File: src/rtl/neuron_mac_unit.sv
// Single-neuron multiply-accumulate lane: it bias-loads the accumulator and sums len+1 x*w products.
// It then applies an optional ReLU, rescales, saturates and reports the result with a one-cycle done pulse.
module neuron_mac_unit #(
   parameter int DW    = 8,
   parameter int ACCW  = 24,
   parameter int CW    = 16,
   parameter int SHIFT = 7
) (
   input  logic                   clk,
   input  logic                   rst,
   input  logic                   start,
   input  logic [CW-1:0]          len,
   input  logic                   act_en,
   input  logic signed [DW-1:0]   bias,
   input  logic                   in_valid,
   input  logic signed [DW-1:0]   x,
   input  logic signed [DW-1:0]   w,
   output logic                   in_ready,
   output logic                   busy,
   output logic                   done,
   output logic signed [DW-1:0]   y,
   output logic signed [ACCW-1:0] acc_out
);

   typedef enum logic [1:0] {
      S_IDLE = 2'd0,
      S_ACC  = 2'd1,
      S_POST = 2'd2
   } state_t;

   localparam logic signed [ACCW-1:0] Y_MAX = {{(ACCW-DW+1){1'b0}}, {(DW-1){1'b1}}};
   localparam logic signed [ACCW-1:0] Y_MIN = {{(ACCW-DW+1){1'b1}}, {(DW-1){1'b0}}};
   localparam logic [CW-1:0]          CNT_ONE = {{(CW-1){1'b0}}, 1'b1};

   state_t                 state_q, state_d;
   logic signed [ACCW-1:0] acc_q, acc_d;
   logic [CW-1:0]          rem_q, rem_d;
   logic signed [DW-1:0]   y_q, y_d;
   logic                   done_q, done_d;
   logic                   act_q, act_d;
   logic                   in_ready_q, in_ready_d;
   logic                   busy_q, busy_d;

   logic signed [2*DW-1:0] prod_s;
   logic signed [ACCW-1:0] prod_ext_s;
   logic signed [ACCW-1:0] bias_init_s;
   logic signed [ACCW-1:0] scaled_s;

   // ReLU (when enabled) then clamp into the signed DW-bit output range.
   function automatic logic signed [DW-1:0] relu_sat(input logic signed [ACCW-1:0] v,
                                                     input logic relu);
      logic signed [ACCW-1:0] t;
      if (relu && v[ACCW-1]) begin
         t = {ACCW{1'b0}};
      end else begin
         t = v;
      end
      if (t > Y_MAX) begin
         return Y_MAX[DW-1:0];
      end else if (t < Y_MIN) begin
         return Y_MIN[DW-1:0];
      end else begin
         return t[DW-1:0];
      end
   endfunction

   assign prod_s      = x * w;
   assign prod_ext_s  = {{(ACCW-2*DW){prod_s[2*DW-1]}}, prod_s};
   assign bias_init_s = {{(ACCW-DW){bias[DW-1]}}, bias} <<< SHIFT;
   assign scaled_s    = acc_q >>> SHIFT;

   // Next-state and datapath update for the IDLE/ACC/POST sequence.
   always_comb begin
      state_d    = state_q;
      acc_d      = acc_q;
      rem_d      = rem_q;
      y_d        = y_q;
      done_d     = 1'b0;
      act_d      = act_q;
      in_ready_d = in_ready_q;
      busy_d     = busy_q;
      case (state_q)
         S_IDLE: begin
            if (start) begin
               acc_d      = bias_init_s;
               rem_d      = len;
               act_d      = act_en;
               state_d    = S_ACC;
               in_ready_d = 1'b1;
               busy_d     = 1'b1;
            end else begin
               in_ready_d = 1'b0;
               busy_d     = 1'b0;
            end
         end
         S_ACC: begin
            if (in_valid) begin
               acc_d = acc_q + prod_ext_s;
               if (rem_q == {CW{1'b0}}) begin
                  state_d    = S_POST;
                  in_ready_d = 1'b0;
               end else begin
                  rem_d = rem_q - CNT_ONE;
               end
            end else begin
               acc_d = acc_q;
            end
         end
         S_POST: begin
            y_d        = relu_sat(scaled_s, act_q);
            done_d     = 1'b1;
            state_d    = S_IDLE;
            in_ready_d = 1'b0;
            busy_d     = 1'b0;
         end
         default: begin
            state_d    = S_IDLE;
            in_ready_d = 1'b0;
            busy_d     = 1'b0;
         end
      endcase
   end

   // State and output registers; async reset aborts any evaluation in flight.
   always_ff @(posedge clk or posedge rst) begin
      if (rst) begin
         state_q    <= S_IDLE;
         acc_q      <= {ACCW{1'b0}};
         rem_q      <= {CW{1'b0}};
         y_q        <= {DW{1'b0}};
         done_q     <= 1'b0;
         act_q      <= 1'b0;
         in_ready_q <= 1'b0;
         busy_q     <= 1'b0;
      end else begin
         state_q    <= state_d;
         acc_q      <= acc_d;
         rem_q      <= rem_d;
         y_q        <= y_d;
         done_q     <= done_d;
         act_q      <= act_d;
         in_ready_q <= in_ready_d;
         busy_q     <= busy_d;
      end
   end

   assign in_ready = in_ready_q;
   assign busy     = busy_q;
   assign done     = done_q;
   assign y        = y_q;
   assign acc_out  = acc_q;

endmodule

File: config.mk
export PLATFORM = sky130hd
export DESIGN_NAME = neuron_mac_unit
export DESIGN_NICKNAME = d
export VERILOG_FILES = /design/src/rtl/neuron_mac_unit.sv
export SDC_FILE = /design/constraint.sdc
export NUM_CORES = 1
export LEC_CHECK = 0
export CAP_MARGIN = 20
export CORE_ASPECT_RATIO = 0.75
export CORE_MARGIN = 5
export CORE_UTILIZATION = 45
export DETAILED_ROUTE_END_ITERATION = 10
export HOLD_SLACK_MARGIN = 0.05
export PLACE_DENSITY = 0.64
export SLEW_MARGIN = 10
export SYNTH_ARGS = -nofsm -noshare
export SYNTH_HDL_FRONTEND = slang
export SYNTH_SLANG_ARGS = --single-unit
File: constraint.sdc
create_clock -name clk -period 9.2 [get_ports clk]
set_input_delay 0.92 -clock clk [delete_from_list [all_inputs] [get_ports clk]]
set_output_delay 0.92 -clock clk [all_outputs]
set_load 0.01 [all_outputs]
==> key figures <==
Outcome
  • Outcome: finished, final reports clean

Die
  • Initial Utilization: 46.44%
  • Die W: 151.9 um
  • Die area: 17700 um^2
  • Row cnt: 38
  • Chip height: 116.5 um
  • Ports: 80
  • Core area: 14640 um^2

Clocking
  • CTS root buf: clkbuf_16
  • Clock Sinks: 54
  • Worst-skew pair later-pin latency: 300 ps
  • CTS Buffer Depth: 2
  • CTS tree: built
  • TritonCTS buffer count: 5
  • PostCTS Resize Cnt: 0
  • Htree depth: 2
  • # hold bufs at CTS: 0
  • Post-CTS repair timing setup buffer count: 0
  • Reg clk slew, reported paths: 80 ps

STA
  • Slew Limit Fails: 0
  • Setup violators final: 0
  • Fmax: 0.1503 GHz
  • RSZ-0062 raised after global routing: false
  • Final Hold Viols: 0
  • Part of the cycle the worst path needs: 72.31%
  • Final min period: 6653 ps
  • Setup TNS: 0 ps
  • Worst-margin pin slew: 1086 ps
  • Worst Skew: 7.193 ps
  • Headroom to the max-slew limit: 27.01%

Drt
  • DRC Markers: 0
  • DR vias: 5291
  • Drt wl/cell: 16.84 um
  • Total Routed Length: 16.57 mm
  • DRT Pass-1 Iters: 6
  • Average vias per placed instance: 5.377
  • Routed Antenna Nets: 0
  • Violation count after the first detailed-routing iteration: 316

Finish
  • Layout Nets: 987
  • Layout cells sized above 1: 4.464%
  • Number of diodes: 0
  • Area Growth Syn to Fin: 17.37%

Logic synthesis
  • Cells after Synth: 713
  • Asr flop ratio synth: 100.0%
  • Post-Synthesis Cell Area: 6800 um^2
  • Mapped Avg Cell Area: 9.538 um^2
  • Yosys warnings: 0
  • Post-synth EDFFs: 0
  • Most used DFF post-synth: dfrtp_1
  • Yosys cell types: 61
  • Number of synthesized register bits: 54
  • Syn nets: 917
  • Seq/Total Area, Yosys: 19.87%

GRT
  • Initial antenna violation count: 0
  • Largest net degree at the start of global routing: 55
  • Overflow after GRT: 0
  • Vias in the first global route: 5473
  • First-pass GRT wire length: 28.22 mm
  • All-layer global routing usage: 19.41%

Worst setup path
  • Setup crit end kind: flip-flop
  • R2r setup slk: 4320 ps
  • Type of origin of the critical path: input pin
  • CP max FO: 17
  • Reg2reg path depth: 17
  • CP required: 9380 ps
  • Arrival time at the worst endpoint: 6830 ps
  • Kind of critical path: input pin to flip-flop

Placed design
  • Global placer's final weighted congestion: 0.8602
  • IO Port Bufs: 79
  • Detail Placement HPWL: 13.41 mm

Worst hold path
  • Min-Delay Path Class: flip-flop to flip-flop
  • WHS Path Cells: 1

Job
  • Max cap viols: 0
[Yosys cell counts, drive strengths merged (7+ instances only)]
cell | number | area, um^2
xor2 | 10 | 87.58
o21ai | 45 | 240.2
buf | 9 | 42.54
a21oi | 51 | 255.2
nand2 | 62 | 232.7
fa | 104 | 2082
nor3 | 12 | 86.34
xnor2 | 13 | 113.9
a31oi | 10 | 62.56
ha | 55 | 688.2
nand3 | 11 | 55.05
nor2b | 7 | 51.30
inv | 103 | 386.6
and2 | 36 | 225.2
nor2 | 46 | 172.7
clkbuf | 13 | 48.80
dfrtp | 54 | 1351
[critical path, stage by stage]
cell,delay [ps]
clkdlybuf4s50_1,670
and2_1,810
inv_1,150
fa_1,530
inv_1,50
fa_1,520
fa_1,450
fa_1,580
fa_1,430
ha_1,360
o21a_1,190
o31a_1,140
o311ai_2,320
a211oi_2,150
o32ai_2,300
xor2_1,160
o21ai_1,80
[cell families (layout without fill, tap and decap cells)]
group	after synthesis	count (layout)	synth area share [%]
buf+inv	126	197	7.084
fa+ha+maj	159	159	40.74
compound gates	148	148	14.08
mux	1	1	0.1472
simple gates	202	202	15.12
xor+xnor	23	23	2.962
flops	54	54	19.87
[layer usage]
| layer | vias to the layer above | share of wire, % | track usage (%) |
|---|---|---|---|
| li1 | 2485 | - | - |
| met1 | 2661 | 48 | 28.94 |
| met2 | 139 | 47 | 31.04 |
| met3 | 6 | 4.6 | 3.148 |
| met4 | 0 | 0.42 | 2.455 |
| met5 | - | 0 | 0 |
[metrics by stage]
stage                     setup slack (ps)  hold slack, ps  cells  utilization [%]  cell area [um^2]
final                                 2547           525.6    984            54.50              7981
after global placement                2371           498.0    974            53.17              7786
after global routing                  2237           536.3    984            54.50              7981
after detailed placement              2250           500.2    974            53.17              7786
after floorplan                       3264           473.8    713                -              6800
after CTS                             2556           521.3    982            54.35              7959
[cells in the final DEF, fill, tap and decap left out, types with 8 or more instances in the layout]
cell type / instances
a21oi_1: 50
a31oi_1: 10
and2_1: 36
clkdlybuf4s50_1: 79
dfrtp_1: 54
fa_1: 104
ha_1: 55
inv_1: 102
nand2_1: 62
nand3_1: 11
nor2_1: 46
nor3_1: 8
o21ai_0: 27
o21ai_1: 16
xnor2_1: 13
xor2_1: 10
[area by class of cell]
type / instances / area [um^2]
well taps: 200 / 250.2
fillers: 1351 / 6663
multi-input cells: 533 / 4974
clock inverters: 3 / 47.55
inverters: 104 / 390.4
flip-flops and latches: 54 / 1351
clock buffers: 5 / 125.1
repair buffers: 85 / 843.3
[sequential cells by signal, summed over array words and instances (netlist names)]
| register | flops |
|---|---|
| state_q | 2 |
| in_ready | 1 |
| rem_q | 16 |
| y | 8 |
| done | 1 |
| busy | 1 |
| acc_out | 24 |
| act_q | 1 |
[worst paths after layout]
kind                                 start          end
worst max-delay path                  w[0]  acc_out[22]
worst min-delay path             rem_q[12]    rem_q[12]
worst max register to register  acc_out[6]  acc_out[23]
worst min register to register   rem_q[12]    rem_q[12]
max in group asynchronous              rst   acc_out[3]
min in group asynchronous              rst     in_ready
Power is left out: the tool's default activity adds up to more than one toggle a clock period on the data nets, which glitch-free logic cannot reach.
